<file path="config.mk">
export PLATFORM = sky130hd
export DESIGN_NAME = sparc_control_unit
export DESIGN_NICKNAME = d
export VERILOG_FILES = /design/src/rtl/sparc_ctrl_pkg.sv /design/src/rtl/sparc_moc_timer.sv /design/src/rtl/sparc_control_unit.sv
export SDC_FILE = /design/constraint.sdc
export NUM_CORES = 1
export LEC_CHECK = 0
export ABC_AREA = 1
export CAP_MARGIN = 20
export CORE_ASPECT_RATIO = 1.1
export CORE_MARGIN = 2
export CORE_UTILIZATION = 35
export DETAILED_ROUTE_END_ITERATION = 10
export PLACE_DENSITY = 0.73
export SYNTH_ARGS = -nofsm -noshare
export SYNTH_HDL_FRONTEND = slang
export SYNTH_HIERARCHICAL = 1
export SYNTH_SLANG_ARGS = --single-unit
</file>
<file path="constraint.sdc">
create_clock -name Clk_i -period 2.4 [get_ports Clk_i]
set_clock_uncertainty 0.15 [all_clocks]
set_input_delay 0.6 -clock Clk_i [delete_from_list [all_inputs] [get_ports Clk_i]]
set_output_delay 0.6 -clock Clk_i [all_outputs]
set_load 0.02 [all_outputs]
</file>
<file path="src/rtl/sparc_ctrl_pkg.sv">
// Shared definitions for the SPARC hardwired control unit.
//   - state_t: 5-bit FSM state encoding (also exported on State_o for debug)
//   - IR field constants for op / op2 / op3 decode
//   - ALU opcodes, access type, mux-select encodings
//   - ctrl_t: bundle of every per-cycle datapath control
package sparc_ctrl_pkg;

  localparam int unsigned MOC_TIMEOUT = 16;

  localparam logic [5:0] OP_ADD   = 6'b000000;
  localparam logic [5:0] OP_PASSA = 6'b001101;
  localparam logic [5:0] OP_PASSB = 6'b001110;
  localparam logic [1:0] TYPE_WORD = 2'b00;

  // IR[31:30]
  localparam logic [1:0] OP_FMT2  = 2'b00;
  localparam logic [1:0] OP_CALL  = 2'b01;
  localparam logic [1:0] OP_ARITH = 2'b10;
  localparam logic [1:0] OP_MEM   = 2'b11;
  // IR[24:22] / IR[24:19]
  localparam logic [2:0] OP2_SETHI = 3'b100;
  localparam logic [2:0] OP2_BICC  = 3'b010;
  localparam logic [5:0] OP3_TICC  = 6'b111010;

  localparam logic [1:0] MA_RS1   = 2'b00;
  localparam logic [1:0] MA_TBR   = 2'b11;
  localparam logic [1:0] MB_PORTB = 2'b00;
  localparam logic [1:0] MB_IMM   = 2'b01;
  localparam logic [1:0] MB_MUXC  = 2'b10;
  localparam logic [1:0] MB_MDR   = 2'b11;
  localparam logic       MC_PC    = 1'b0;
  localparam logic       MC_NPC   = 1'b1;
  localparam logic [1:0] MNP_ALU  = 2'b00;
  localparam logic [1:0] MNP_NPC8 = 2'b01;
  localparam logic [1:0] MNP_DISP = 2'b10;
  localparam logic [1:0] MNP_NPC4 = 2'b11;
  localparam logic [1:0] MP_ZERO  = 2'b00;
  localparam logic [1:0] MP_TBR   = 2'b01;
  localparam logic [1:0] MP_NPC4  = 2'b10;
  localparam logic [1:0] MP_NPC   = 2'b11;
  localparam logic [1:0] MSC_RD   = 2'b00;
  localparam logic [1:0] MSC_R15  = 2'b01;
  localparam logic [1:0] MSC_R17  = 2'b10;
  localparam logic [1:0] MSC_R18  = 2'b11;

  typedef enum logic [4:0] {
    S_INIT, S_F0, S_F1, S_DEC, S_ALU, S_SETHI, S_ADV, S_LSA, S_LDM, S_LDW,
    S_STD, S_STM, S_BR, S_CALL0, S_CALL1, S_TICC,
    S_TRAP0, S_TRAP1, S_TRAP2, S_TRAP3
  } state_t;

  typedef struct packed {
    logic       rf_ld;
    logic       ir_ld;
    logic       mar_ld;
    logic       mdr_ld;
    logic       pc_ld;
    logic       npc_ld;
    logic       fr_ld;
    logic       rw;
    logic       mov;
    logic [1:0] ma;
    logic [1:0] mb;
    logic [1:0] mnp;
    logic [1:0] mp;
    logic [1:0] msc;
    logic       mc;
    logic       mm;
    logic       mop;
    logic       msa;
    logic [5:0] opxx;
  } ctrl_t;

endpackage

</file>
<file path="src/rtl/sparc_moc_timer.sv">
// Memory-handshake watchdog counter.
//   clk_i, rst_ni : clock, async active-low reset
//   clr_i         : restart count at zero (wins over en_i)
//   en_i          : count this cycle (saturating)
//   expired_o     : count has reached LIMIT-1
module sparc_moc_timer #(
  parameter int unsigned LIMIT = 16
) (
  input  logic clk_i,
  input  logic rst_ni,
  input  logic clr_i,
  input  logic en_i,
  output logic expired_o
);

  localparam int unsigned W = $clog2(LIMIT) + 1;

  logic [W-1:0] cnt_q, cnt_d;

  always_comb begin
    cnt_d = cnt_q;
    if (clr_i)
      cnt_d = '0;
    else if (en_i && (cnt_q != {W{1'b1}}))
      cnt_d = cnt_q + 1'b1;
  end

  always_ff @(posedge clk_i or negedge rst_ni) begin
    if (!rst_ni) cnt_q <= '0;
    else         cnt_q <= cnt_d;
  end

  assign expired_o = (cnt_q == W'(LIMIT - 1));

endmodule

</file>
<file path="src/rtl/sparc_control_unit.sv">
// Hardwired control FSM sitting directly upstream of the SPARC datapath.
// Inputs : Clk_i, Clr_n_i (async active-low), IR_i, MOC_i, BCOND_i, TCOND_i
// Outputs: register-file / register-load strobes, memory controls (RW, MOV,
//          type), mux selects (MA..MSa), forced ALU opcode OpXX, debug State.
// Outputs are decoded from the current state each cycle; the few that also
// depend on MOC/BCOND are qualified combinationally so the load happens on
// the same edge the condition is seen.
module sparc_control_unit
  import sparc_ctrl_pkg::*;
(
  input  logic        Clk_i,
  input  logic        Clr_n_i,
  input  logic [31:0] IR_i,
  input  logic        MOC_i,
  input  logic        BCOND_i,
  input  logic        TCOND_i,
  output logic        Register_Windows_Enable_o,
  output logic        RF_Load_Enable_o,
  output logic        RF_Clear_Enable_o,
  output logic        IR_Ld_o,
  output logic        MAR_Ld_o,
  output logic        MDR_Ld_o,
  output logic        WIM_Ld_o,
  output logic        TBR_Ld_o,
  output logic        TTR_Ld_o,
  output logic        PC_Ld_o,
  output logic        NPC_Ld_o,
  output logic        PSR_Ld_o,
  output logic        FR_Ld_o,
  output logic        nPC_Clr_o,
  output logic        RW_o,
  output logic        MOV_o,
  output logic [1:0]  type_o,
  output logic [1:0]  MA_o,
  output logic [1:0]  MB_o,
  output logic [1:0]  MNP_o,
  output logic [1:0]  MP_o,
  output logic [1:0]  MSc_o,
  output logic        MC_o,
  output logic        MF_o,
  output logic        MM_o,
  output logic        MOP_o,
  output logic        MSa_o,
  output logic [5:0]  OpXX_o,
  output logic [4:0]  State_o
);

  state_t state_q, state_d;
  ctrl_t  ctl;
  logic   tmo_expired, tmo_clr, mem_state;

  wire [1:0] op  = IR_i[31:30];
  wire [2:0] op2 = IR_i[24:22];
  wire [5:0] op3 = IR_i[24:19];
  logic unused_ir;
  assign unused_ir = ^{IR_i[28:25], IR_i[18:14], IR_i[12:0]};

  always_comb begin
    ctl     = '0;
    state_d = state_q;
    case (state_q)
      S_INIT: begin
        ctl.pc_ld = 1'b1; ctl.mp = MP_ZERO; ctl.npc_ld = 1'b1; ctl.mnp = MNP_NPC4;
        state_d = S_F0;
      end
      S_F0: begin
        ctl.mc = MC_PC; ctl.mb = MB_MUXC; ctl.mop = 1'b1; ctl.opxx = OP_PASSB;
        ctl.mar_ld = 1'b1;
        state_d = S_F1;
      end
      S_F1: begin
        ctl.mov = 1'b1; ctl.rw = 1'b1;
        if (MOC_i) begin
          ctl.ir_ld = 1'b1;
          state_d   = S_DEC;
        end else if (tmo_expired) state_d = S_TRAP0;
      end
      S_DEC: begin
        case (op)
          OP_CALL:  state_d = S_CALL0;
          OP_ARITH: state_d = (op3 == OP3_TICC) ? S_TICC : S_ALU;
          OP_MEM:   state_d = S_LSA;
          default:  state_d = (op2 == OP2_SETHI) ? S_SETHI :
                              (op2 == OP2_BICC)  ? S_BR : S_TRAP0;
        endcase
      end
      S_ALU: begin
        ctl.msa = 1'b0; ctl.ma = MA_RS1; ctl.mb = {1'b0, IR_i[13]}; ctl.mop = 1'b0;
        ctl.msc = MSC_RD; ctl.rf_ld = 1'b1; ctl.fr_ld = op3[4];
        state_d = S_ADV;
      end
      S_SETHI: begin
        ctl.mb = MB_IMM; ctl.mop = 1'b1; ctl.opxx = OP_PASSB; ctl.msc = MSC_RD;
        ctl.rf_ld = 1'b1;
        state_d = S_ADV;
      end
      S_ADV: begin
        ctl.pc_ld = 1'b1; ctl.mp = MP_NPC; ctl.npc_ld = 1'b1; ctl.mnp = MNP_NPC4;
        state_d = S_F0;
      end
      S_LSA: begin
        ctl.msa = 1'b0; ctl.mb = {1'b0, IR_i[13]}; ctl.mop = 1'b1; ctl.opxx = OP_ADD;
        ctl.mar_ld = 1'b1;
        state_d = op3[2] ? S_STD : S_LDM;
      end
      S_LDM: begin
        ctl.mov = 1'b1; ctl.rw = 1'b1;
        if (MOC_i) begin
          ctl.mdr_ld = 1'b1; ctl.mm = 1'b0;
          state_d = S_LDW;
        end else if (tmo_expired) state_d = S_TRAP0;
      end
      S_LDW: begin
        ctl.mb = MB_MDR; ctl.mop = 1'b1; ctl.opxx = OP_PASSB; ctl.msc = MSC_RD;
        ctl.rf_ld = 1'b1;
        state_d = S_ADV;
      end
      S_STD: begin
        ctl.msa = 1'b1; ctl.ma = MA_RS1; ctl.mop = 1'b1; ctl.opxx = OP_PASSA;
        ctl.mm = 1'b1; ctl.mdr_ld = 1'b1;
        state_d = S_STM;
      end
      S_STM: begin
        ctl.mov = 1'b1; ctl.rw = 1'b0;
        if (MOC_i)            state_d = S_ADV;
        else if (tmo_expired) state_d = S_TRAP0;
      end
      S_BR: begin
        // PC/NPC are loaded in every case; only the sources differ.
        ctl.pc_ld = 1'b1; ctl.npc_ld = 1'b1;
        if (BCOND_i) begin
          ctl.mp = MP_NPC;  ctl.mnp = MNP_DISP;
        end else if (IR_i[29]) begin
          ctl.mp = MP_NPC4; ctl.mnp = MNP_NPC8;
        end else begin
          ctl.mp = MP_NPC;  ctl.mnp = MNP_NPC4;
        end
        state_d = S_F0;
      end
      S_CALL0: begin
        ctl.mc = MC_PC; ctl.mb = MB_MUXC; ctl.mop = 1'b1; ctl.opxx = OP_PASSB;
        ctl.msc = MSC_R15; ctl.rf_ld = 1'b1;
        state_d = S_CALL1;
      end
      S_CALL1: begin
        ctl.pc_ld = 1'b1; ctl.mp = MP_NPC; ctl.npc_ld = 1'b1; ctl.mnp = MNP_DISP;
        state_d = S_F0;
      end
      S_TICC: state_d = TCOND_i ? S_TRAP0 : S_ADV;
      S_TRAP0, S_TRAP1: begin
        ctl.mc  = (state_q == S_TRAP1) ? MC_NPC : MC_PC;
        ctl.msc = (state_q == S_TRAP1) ? MSC_R18 : MSC_R17;
        ctl.mb = MB_MUXC; ctl.opxx = OP_PASSB; ctl.mop = 1'b1; ctl.rf_ld = 1'b1;
        state_d = (state_q == S_TRAP1) ? S_TRAP2 : S_TRAP1;
      end
      S_TRAP2: begin
        ctl.pc_ld = 1'b1; ctl.mp = MP_TBR; ctl.ma = MA_TBR; ctl.mop = 1'b1;
        ctl.opxx = OP_PASSA; ctl.npc_ld = 1'b1; ctl.mnp = MNP_ALU;
        state_d = S_TRAP3;
      end
      S_TRAP3: begin
        ctl.npc_ld = 1'b1; ctl.mnp = MNP_NPC4;
        state_d = S_F0;
      end
      default: state_d = S_INIT;
    endcase
    // Reset drops everything at once, including MOV of an access in flight.
    if (!Clr_n_i) ctl = '0;
  end

  always_ff @(posedge Clk_i or negedge Clr_n_i) begin
    if (!Clr_n_i) state_q <= S_INIT;
    else          state_q <= state_d;
  end

  assign mem_state = (state_d == S_F1) || (state_d == S_LDM) || (state_d == S_STM);
  assign tmo_clr   = mem_state && (state_d != state_q);

  sparc_moc_timer #(.LIMIT(MOC_TIMEOUT)) u_moc_timer (
    .clk_i     (Clk_i),
    .rst_ni    (Clr_n_i),
    .clr_i     (tmo_clr),
    .en_i      (ctl.mov && !MOC_i),
    .expired_o (tmo_expired)
  );

  assign Register_Windows_Enable_o = Clr_n_i;
  assign nPC_Clr_o         = !Clr_n_i;
  assign RF_Clear_Enable_o = 1'b0;
  assign WIM_Ld_o          = 1'b0;
  assign TBR_Ld_o          = 1'b0;
  assign TTR_Ld_o          = 1'b0;
  assign PSR_Ld_o          = 1'b0;
  assign MF_o              = 1'b0;
  assign type_o            = TYPE_WORD;
  assign RF_Load_Enable_o  = ctl.rf_ld;
  assign IR_Ld_o           = ctl.ir_ld;
  assign MAR_Ld_o          = ctl.mar_ld;
  assign MDR_Ld_o          = ctl.mdr_ld;
  assign PC_Ld_o           = ctl.pc_ld;
  assign NPC_Ld_o          = ctl.npc_ld;
  assign FR_Ld_o           = ctl.fr_ld;
  assign RW_o              = ctl.rw;
  assign MOV_o             = ctl.mov;
  assign MA_o              = ctl.ma;
  assign MB_o              = ctl.mb;
  assign MNP_o             = ctl.mnp;
  assign MP_o              = ctl.mp;
  assign MSc_o             = ctl.msc;
  assign MC_o              = ctl.mc;
  assign MM_o              = ctl.mm;
  assign MOP_o             = ctl.mop;
  assign MSa_o             = ctl.msa;
  assign OpXX_o            = ctl.opxx;
  assign State_o           = state_q;

endmodule

</file>
* Word-level counts from Yosys, hierarchy flattened
Index checks and enable logic that the tools add are counted.
** Cells by class
- Mux-type cells :: 37
- Add/subtract/negate cells :: 1
- Shifts and indexed selects :: 0
- Equal/unequal tests :: 31
- $lt $le $gt $ge :: 0
- Reduce and logical (&&, ||, !) cells :: 24
- Divide/modulo/power cells :: 0
- Bitwise operators :: 0
- Multiply operators :: 0
** Operators with widths (count)
- $pmux 5 s13 :: 1
- $eq 5x4->1 const B :: 11
- $mux 5 :: 9
- $mux 29 :: 1
- $eq 5x3->1 const B :: 4
- $eq 5x5->1 const B :: 4
- $reduce_or 6->1 :: 3
- $eq 5x2->1 const B :: 3
- $pmux 5 s3 :: 1
- $mux 1 :: 12
- $mux 4 :: 3
- $pmux 2 s3 :: 2
- $reduce_or 2->1 :: 6
- $reduce_or 5->1 :: 2
- $reduce_or 9->1 :: 1
- $pmux 2 s2 :: 2
- $pmux 2 s4 :: 1
- $pmux 4 s2 :: 1
- $eq 6x6->1 const B :: 1
- $mux 2 :: 3
- $reduce_or 3->1 :: 2
- $add 5x1->5 const B :: 1
- $eq 5x1->1 const B :: 1
- $logic_not 5->1 :: 1
- other kinds (12) :: 17
** Word-level totals
- Memory bits (read-only) :: 0
- Bits in latches :: 0
- RAM bits :: 0
- Memories kept :: 0
- Flip-flop bits (word level) :: 10
- Output and inout bits :: 44

* Longest topological paths before layout
Gate-level depths: netlist of the first run.
- Depth in word-level cells :: 10
- Mapped depth :: 17
- Depth with buffers taken out :: 17

* Modules after synthesis
The synthesis of the first run kept the hierarchy.
** Modules (own cells, without submodules)
- sparc_control_unit :: cells an instance 210, instances 1, seq. area each 125.1 sq um, area each 1063.5 sq um
- sparc_moc_timer :: cells an instance 37, instances 1, seq. area each 125.1 sq um, area each 280.3 sq um

* Worst setup path after synthesis of the first run
No wires, ideal clock.
- Kind :: register to output
- Start point :: register state_q[2] (netlist: State_o[2])
- End point :: output port OpXX_o[3]
- Cell stages (with the launch flop) :: 9
- Path slack :: -82 ps
- Arrival time :: 1732 ps
- Cell sequence :: dfrtp_1 > inv_2 > nand2_1 > inv_1 > nand3_1 > inv_1 > nor2_1 > a21oi_1 > buf_4
** On the way
- Word-level cells in the longest chain between the ends :: 4
- Elaborated cells on any way between the ends :: 12
** Ends and longest elaborated chain
- from (decl) :: RTL line sparc_control_unit.sv:48 : state_t state_q, state_d;
- from (signal assigned) :: RTL line sparc_control_unit.sv:173 : else state_q <= state_d;
- $eq 5x5->1, or another cell as far along :: RTL line sparc_control_unit.sv:61 : case (state_q)
- $reduce_or 6->1 (no line) or $reduce_or 2->1 (tied branches)
- $pmux 4 s2 (*) :: RTL line sparc_control_unit.sv:61
- $mux 29 (*) :: RTL line sparc_control_unit.sv:168 : if (!Clr_n_i) ctl = '0;
- to (decl) :: RTL line sparc_control_unit.sv:44 : output logic [5:0] OpXX_o,
Mark *: on every way between the ends. The rest lies on a longest branch, timed or not.

* Final worst setup path of the first run
- Start point :: register state_q[0] (netlist: State_o[0])
- End point :: output port MNP_o[0]
** On the way
- Word-level cells in the longest chain between the ends :: 4
- Elaborated cells on any way between the ends :: 8
** Ends and longest elaborated chain
- $eq 5x3->1, or another cell as far along :: RTL line sparc_control_unit.sv:61
- $reduce_or 3->1 (no line)
- $pmux 2 s3 (*) :: RTL line sparc_control_unit.sv:61
- $mux 29 (*) :: RTL line sparc_control_unit.sv:168
- to (decl) :: RTL line sparc_control_unit.sv:36 : output logic [1:0] MNP_o,
Marked as above.

==> impl_metrics.ini, run 1 <==
[synthesis]
ys_warn_count = 6
synth.most_common_cell = nand2_1
synth_top_cell_by_area = nand2_1
ys.flop_type = dfrtp_1
syn_inst = 247
yosys-top-cells-area = nand2_1, dfrtp_1, nor2_1
synth_cell_types = 23
async_reset_ff_share_pct = 100
syn_area_um2 = 1340
synth_seq_cells = 10
synth_top_area_share_pct = 18.7
synth_common_cells = nand2_1, nor2_1, inv_1
synth-edff-count = 0
syn_avg_cell_area_um2 = 5.44
synth_seq_area_share_pct = 18.6

[grt]
grt_max_degree = 14
grt_pass1_vias = 1683
antenna_found_initial = 0
grt_overflow = 0
grt_pass1_wl_um = 7110
track_usage_pct = 20.3

[placed_design]
postPlaceCellArea_um2 = 2170
port-buffer-count = 48
dp_hpwl_um = 3620
place_inst = 384
gp_congestion = 0.908

[sta]
fmax_mhz = 426
hold_viol = 0
setup_viol = 0
grt_setup_unrepaired = yes
period_minus_slack_ns = 2.35
maxSlewViolCount = 0
finalCritPeriodShare_pct = 97.7

[power_and_ir_drop]
p_leak_uw = 0.00133
peakVddDrop_uv = 564
p_sw_share_pct = 50.9
total_power_uw = 2420
p_switching_uw = 1230
power_frac_seq_pct = 12.8
powerDensity_nw_per_um2 = 1060
pwr-share-comb_pct = 80.3
p_int_uw = 1190
pwr-share-clk_pct = 6.9

[clock_network]
clockBufferDepth = 2
cts_tree = built
postCtsHoldBufs = 0
worst_skew_pair.late_latency_ns = 0.23
cts-htree-levels = 1
cts_root_buf = clkbuf_8
clk_pin_slew_worst_paths_ns = 0.04
cts.sinks = 10
cts_buffers = 3

[floorplan]
initial_core_util_pct = 36.8
pin_count = 81
rows = 23
coreArea_um2 = 3650
fp.dieH_um = 69.0
die_w_um = 63.1
dieArea_um2 = 4350

[routing]
drt_wl_total_um = 4530
dr.pass1.iters = 4
vias = 1806
wire_per_inst_um = 11.5
antenna_left = 0
drt_iter0_drc = 74
drc = 0
via_per_inst = 4.60

[worst_setup_path]
crit_type = reg -> out
worst_setup_path_start_kind = flop
r2r-end = u_moc_timer/cnt_q[1]$_DFFE_PN0P_
worstReg2RegStart = State_o[2]$_DFF_PN0_
setup.worst_path.start = State_o[0]$_DFF_PN0_
cp_max_fo = 4
critPathCapture = MNP_o[0]
cp.arrival_ns = 1.60
required_ns = 1.65
r2r_cells = 17
r2r_setup_slack_ns = 0.12
critPathCaptureType = primary output

[finish]
multi_input_area_um2 = 992
n_antenna_cell = 0
finalInstanceArea_um2 = 2280
final_nets = 385
final_layout_size_suffix_gt1_share_pct = 38.5
regArea_um2 = 254
syn_to_final_growth_pct = 69.6
fillers = 354
fin_cells = 393

[status]
outcome = finished clean

[job]
drv_cap = 0

[min_path]
hold_path_class = in -> async
==> logic make-up (layout without fill, tap and decap cells) <==
group / after synthesis / after routing / synth area share [%]
AND/OR/NAND/NOR: 151 / 151 / 48.2
other: 1 / 10 / 0.279
flip-flops: 10 / 10 / 18.6
adder cells (fa/ha/maj): 3 / 3 / 2.79
buffers and inverters: 54 / 141 / 19.0
AO/OA/AOI/OAI: 28 / 28 / 11.1
==> metrics by stage <==
step,utilization [%],worst slack (ns),hold WS (ns),TNS [ns]
2_1_floorplan,-,0.0757,0.154,0
3_3_place_gp,59.3,-0.510,0.370,-13.52
3_5_place_dp,59.3,-0.565,0.388,-13.94
4_1_cts,58.1,-0.117,0.395,-0.250
5_1_grt,62.3,-0.0614,0.311,-0.508
6_report,62.3,0.0547,0.279,0
==> worst min-delay path by stage <==
stage	startpoint	endpoint	slack [ns]	depth (start not counted)
finish	Clr_n_i	u_moc_timer/cnt_q[4]$_DFFE_PN0P_	0.28	3
floorplan	Clr_n_i	State_o[0]$_DFF_PN0_	0.15	0
CTS	u_moc_timer/cnt_q[0]$_DFFE_PN0P_	u_moc_timer/cnt_q[0]$_DFFE_PN0P_	0.40	2
detailed placement	u_moc_timer/cnt_q[0]$_DFFE_PN0P_	u_moc_timer/cnt_q[0]$_DFFE_PN0P_	0.39	2
global route	Clr_n_i	u_moc_timer/cnt_q[2]$_DFFE_PN0P_	0.31	3
global placement	u_moc_timer/cnt_q[0]$_DFFE_PN0P_	u_moc_timer/cnt_q[0]$_DFFE_PN0P_	0.37	2
==> worst max-delay path, stage by stage (launching register included) <==
cell and delay [ns]:
dfrtp_1 0.38, inv_1 0.12, nand2_1 0.12, nor2_4 0.13, nand2_1 0.09, o21ai_1 0.13
a21oi_1 0.06, a21oi_1 0.14, buf_2 0.19
==> metal layers <==
metal | vias to the layer above | global-route usage, % | part of all wire (%)
li1 | 948 | - | -
met1 | 784 | 21.7 | 39
met2 | 60 | 39.9 | 54
met3 | 14 | 3.57 | 4.5
met4 | 0 | 8.61 | 2.4
met5 | - | 0 | 0
==> final cells by class <==
cell class,count,area share [%]
Inverter,37,6.21
Multi-Input combinational cell,192,43.5
Sequential cell,10,11.1
Clock buffer,3,1.81
Tap cell,50,2.75
Timing Repair Buffer,101,34.5
==> power by group through the flow <==
stage	Clock (uW)	Combinational [uW]	Sequential, uW
final	167	1950	310
after global routing	183	2140	317
after CTS	174	1800	295
after detailed placement	0	1870	292
after global placement	0	1840	289
after floorplan	0	945	345
==> placed cells by master (no fill, tap or decap), drive strengths merged <==
cell / instances
dlymetal6s2s: 3
nand2: 69
nor3: 5
o21bai: 1
inv: 36
dfrtp: 10
nor2: 53
o21ai: 8
a21oi: 16
nand4: 2
conb: 10
dlygate4sd2: 1
nand3b: 2
clkinv: 1
buf: 78
ha: 3
nand3: 20
clkdlybuf4s15: 3
a41oi: 1
a31oi: 2
clkbuf: 3
clkdlybuf4s50: 16
==> state kept, by name, summed over array words and instances, names as in the netlist <==
signal / flops
u_moc_timer/cnt_q: 5
State_o: 5
==> timing repair <==
action / CTS / global route
setup buffers: 0 / 6
resized for setup: 126 / 42
endpoints found under the setup margin: 29 / 32
pin swaps: 0 / 14
Note: power is estimated with default switching activity, not from simulation.
==> inputs of run 2 (changes only) <==
CAP_MARGIN = 15   (was 20)
CORE_UTILIZATION = 34   (was 35)
PLACE_DENSITY = 0.74   (was 0.73)
clock period = 2.1 ns   (was 2.4 ns; I/O delays follow)
==> run 2 against run 1 <==
The run now ends with negative setup slack left. Setup slack worse by 0.36 ns. Wire length rose by 67%. Cell count increased by 9.7%. Non-clock buffer count is 37 higher. Die area is 2.8% higher. Critical path depth increased by 1. Utilization up 17 points. Sequential power grew 25%. Sequential share of layout area decreased by 2.5 points. Worst hold slack got worse by 0.065 ns. Register-to-register slack got worse by 0.37 ns. Largest cell class unchanged.
==> impl_metrics.ini, run 2 (synthesis gave the netlist of run 1 again) <==
[clock_network]
clk_pin_slew_worst_paths_ns = 0.05
cts_root_buf = clkbuf_8
clockBufferDepth = 2
postCtsHoldBufs = 0
cts_buffers = 3
cts.sinks = 10
cts_tree = built
cts-htree-levels = 1
worst_skew_pair.late_latency_ns = 0.25

[grt]
grt_max_degree = 14
grt_overflow = 0
grtUsageMet1_pct = 27.4
grt_pass1_wl_um = 8830
track_usage_pct = 24.8
antenna_found_initial = 0
busiest_layer = met2
grt_pass1_vias = 1952
gr-usage-met2_pct = 46.1
grt_use_met3_pct = 2.90

[sta]
maxSlewViolCount = 0
setup_viol = 32
worst_slack_ns = -0.303
finalCritPeriodShare_pct = 114
period_minus_slack_ns = 2.40
fmax_mhz = 416
hold_viol = 0
grt_setup_unrepaired = yes
timing.setup.tns_ns = -5.82

[power_and_ir_drop]
p_leak_uw = 0.00162
powerDensity_nw_per_um2 = 1350
peakVddDrop_uv = 669

[status]
outcome = finished with violations
violations = negative setup slack

[routing]
via_per_inst = 5.46
vias = 2355
antenna_left = 0
drc = 0
drt_wl_total_um = 7550
drt_iter0_drc = 257
dr.pass1.iters = 7
wire_per_inst_um = 17.5

[floorplan]
initial_core_util_pct = 36.2
coreArea_um2 = 3710
fp.dieH_um = 69.9
dieArea_um2 = 4470
rows = 23
pin_count = 81
die_w_um = 63.9

[worst_setup_path]
required_ns = 1.42
critPathCaptureType = primary output
worst_setup_path_start_kind = flop
cp.arrival_ns = 1.73
crit_type = reg -> out
cp_max_fo = 6

[placed_design]
port-buffer-count = 48
place_inst = 395
postPlaceCellArea_um2 = 2290
gp_congestion = 0.879
dp_hpwl_um = 3490

[finish]
n_antenna_cell = 0
fin_cells = 431
finalInstanceArea_um2 = 2960
fillers = 191
multi_input_area_um2 = 1230
syn_to_final_growth_pct = 120
final_util_pct = 79.8
final_layout_size_suffix_gt1_share_pct = 60.1
regArea_um2 = 256
final_nets = 422
layout_common_cells = buf_4, nand2_1, nor2_1
final_common_cell = buf_4

[min_path]
hold_path_class = in -> async

[job]
drv_cap = 0
run 2: cell count changes in the layout (fill, tap and decap cells not counted), sizes merged:
cell,delta
buf,+40
dlygate4sd2,+4
clkdlybuf4s15,-3
clkdlybuf4s50,-3
dlymetal6s2s,-2
bufbuf,+1
clkbuf,+1
run 2: layout make-up:
class	count	share of cell area, %
Timing Repair Buffer	138	40.4
Multi-Input combinational cell	192	41.7
Tap cell	50	2.11
Inverter	37	5.32
Clock buffer	4	1.86
Sequential cell	10	8.66
run 2: power by group:
part           total (uW)  leakage [uW]  internal, uW  switching [uW]
Combinational        3360       0.00146          1530            1830
Clock                 257     0.0000288           166            91.4
Sequential            386      0.000125           267             119
run 2: path summary, 6_finish.rpt:
check / start / end / slack [ns] / depth (start not counted)
hold reg to reg: u_moc_timer/cnt_q[4]$_DFFE_PN0P_ / u_moc_timer/cnt_q[4]$_DFFE_PN0P_ / 0.46 / 2
hold / removal: Clr_n_i / u_moc_timer/cnt_q[4]$_DFFE_PN0P_ / 0.21 / 2
setup reg to reg: State_o[1]$_DFF_PN0_ / u_moc_timer/cnt_q[2]$_DFFE_PN0P_ / -0.25 / 17
min in group Clk_i: u_moc_timer/cnt_q[4]$_DFFE_PN0P_ / u_moc_timer/cnt_q[4]$_DFFE_PN0P_ / 0.46 / 2
setup / recovery: State_o[3]$_DFF_PN0_ / MB_o[0] / -0.30 / 9
max in group asynchronous: Clr_n_i / State_o[1]$_DFF_PN0_ / 1.40 / 2
run 2: critical path: stages, from the launching register on:
cell	delay, ns
dfrtp_2	0.49
buf_6	0.15
inv_4	0.08
nand2_2	0.07
nor2_2	0.15
inv_2	0.08
nand2_1	0.08
nand2_1	0.10
a21oi_2	0.12
buf_4	0.15
run 2: metal layers:
metal | vias to the layer above | share of wire, %
li1 | 1022 | -
met2 | 193 | 48
met3 | 60 | 8.4
met1 | 1080 | 37
met4 | 0 | 6.6
met5 | - | 0
run 2: timing repair:
action                                  in CTS  in global routing
buffers inserted                            18                 13
gates cloned                                 1                  0
pin swaps                                   27                 19
gates resized for setup                    234                 52
endpoints found under the setup margin      35                 34
run 2: metrics by stage:
stage	hold slack, ns	setup WS, ns	total power (uW)
floorplan	0.0794	-0.0459	1510
global placement	0.382	-0.686	2550
detailed placement	0.399	-0.716	2580
CTS	0.224	-0.113	3320
global route	0.236	-0.328	4180
finish	0.214	-0.303	4000
==> variant: new RTL, config.mk and constraints of run 1 <==
Change the package constant `MOC_TIMEOUT` from 16 to 32.
--- a/src/rtl/sparc_ctrl_pkg.sv
+++ b/src/rtl/sparc_ctrl_pkg.sv
@@ -7,3 +7,3 @@
 
-  localparam int unsigned MOC_TIMEOUT = 16;
+  localparam int unsigned MOC_TIMEOUT = 32;
 
Behaviour: no difference found for any inputs over 10 cycles, from zero or initial values; that may be too few to reach the edited logic, so the function may still have changed.
==> variant against run 1 <==
The run now ends with setup timing left; sequential power is 10% higher; routed wire length is 24% higher; design area increased by 19%; setup slack got worse by 0.099 ns; synthesized area up 8.0%; sequential cell count is 1 higher; power is 31% higher.
==> variant: results (changes against run 1) <==
Pleak -> 1.59 nW (+19%)
Avg Cell Area, Syn -> 5.52 µm² (+1.4%)
Slowest cell on crit path -> dfrtp_2
Clock Pin Slew Worst Setup and Hold Paths -> 0.05 ns
Worst path max stage delay -> 0.48 ns (+0.10 ns)
post-synthesis sequential area ratio -> 19.0% (+0.34 points)
failing checks -> setup timing
via count of the first global-routing pass -> 1,898 (+13%)
final setup vio count -> 7 (+7)
pin count of the biggest net entering global routing -> 15 (+1)
Synth top cells by count -> nand2_1, nor2_1, inv_1, nand3_1, a21oi_1
DP Wirelength -> 3890 µm (+7.5%)
HP Class -> primary input to asynchronous set/reset pin
Largest Register -> u_moc_timer/cnt_q
per-cell routed wire length -> 12.7 µm (+10%)
n_diodes -> 0 (unchanged)
Met3 Wirelength -> 331 µm (+64%)
1st-iter DRT viols -> 114 (+54%)
post-route worst setup slack -> -0.0439 ns (-0.0986 ns)
crit path max fanout -> 7 (+3)
crit path from -> State_o[3]
post-synthesis cell type count -> 25 (+8.7%)
met2 wire len -> 2950 µm (+21%)
placed instance count -> 421 (+9.6%)
met2 Use GR -> 38.9% (-1.0 points)
layout net count -> 430 (+12%)
vias per cell -> 4.86 (+5.8%)
met1 usage -> 25.0% (+3.2 points)
Arr. time, crit path -> 1.69 ns (+0.09 ns)
IO buf count -> 48 (unchanged)
Finished Layout Cells -> 443 (+13%)
share of layout cells above drive strength 1 -> 46.0% (+7.6 points)
max FFs per register -> 6
outcome -> finished with violations
first-pass GRT wire length -> 8000 µm (+13%)
Worst-Skew Late Latency -> 0.24 ns
Sw Share -> 49.8% (-1.1 points)
reg-to-reg startpoint -> State_o[4]
delay-heaviest family, CP -> flip-flops
GRT met3 Usage -> 1.88% (-1.7 points)
Root Buffer -> clkbuf_8
TritonCTS Buffers -> 3 (unchanged)
Placer Congestion -> 0.945 (+4.1%)
total track usage -> 21.5% (+1.1 points)
ys async rst share -> 100% (unchanged)
worst ir drop on vdd -> 621 µV (+10%)
Area contributors post-synth -> dfrtp_1, nand2_1, nor2_1, inv_1, nand3_1
CTS max path bufs -> 2 (unchanged)
grt ovf -> 0 (unchanged)
M1 WL -> 2150 µm (+20%)
[variant: final cells by class]
type                            instances  area [µm²]
Tap cell                               52        65.1
Sequential cell                        11         279
Timing Repair Buffer                  132        1040
Clock buffer                            4        45.0
Fill cell                             330        1260
Multi-Input combinational cell        204        1120
Inverter                               40         158
[variant: repair_timing]
action | 4_1_cts | 5_1_grt
setup buffers | 3 | 15
pin swaps | 3 | 16
cloned | 0 | 0
endpoints found under the setup margin | 34 | 22
gates resized for setup | 129 | 66
[variant: cell families after synthesis]
family                     share of synthesized area, %
AOI/OAI and AO/OA                                  10.6
adders and majority gates                         0.862
buffers and inverters                              18.4
DFF                                                19.0
other                                             0.258
and+or+nand+nor                                    50.9
[variant: power by group through the flow]
stage	Combinational (mW)	Sequential (mW)	Clock, mW
after floorplan	1.05	0.385	0
after global placement	2.15	0.329	0
after detailed placement	2.18	0.332	0
after CTS	2.21	0.340	0.199
after global routing	2.85	0.344	0.205
final	2.65	0.341	0.193
[variant: worst paths after layout]
path / end / slack, ns / depth (start not counted)
setup / recovery: OpXX_o[3] / -0.04 / 8
hold / removal: u_moc_timer/cnt_q[1] / 0.29 / 2
setup reg to reg: u_moc_timer/cnt_q[3] / 0 / 17
hold reg to reg: u_moc_timer/cnt_q[4] / 0.38 / 2
max in group asynchronous: State_o[4] / 1.66 / 2
min in group Clk_i: u_moc_timer/cnt_q[4] / 0.38 / 2
[variant: stage by stage]
step / area, µm² / power (mW) / TNS [ns] / setup WS, ns
after global placement: 2420 / 2.48 / -15.28 / -0.547
after floorplan: 1500 / 1.44 / 0 / 0.0337
after global routing: 2710 / 3.40 / -1.37 / -0.164
after detailed placement: 2420 / 2.51 / -15.50 / -0.560
final: 2710 / 3.18 / -0.144 / -0.0439
after CTS: 2480 / 2.75 / -0.0317 / -0.0317
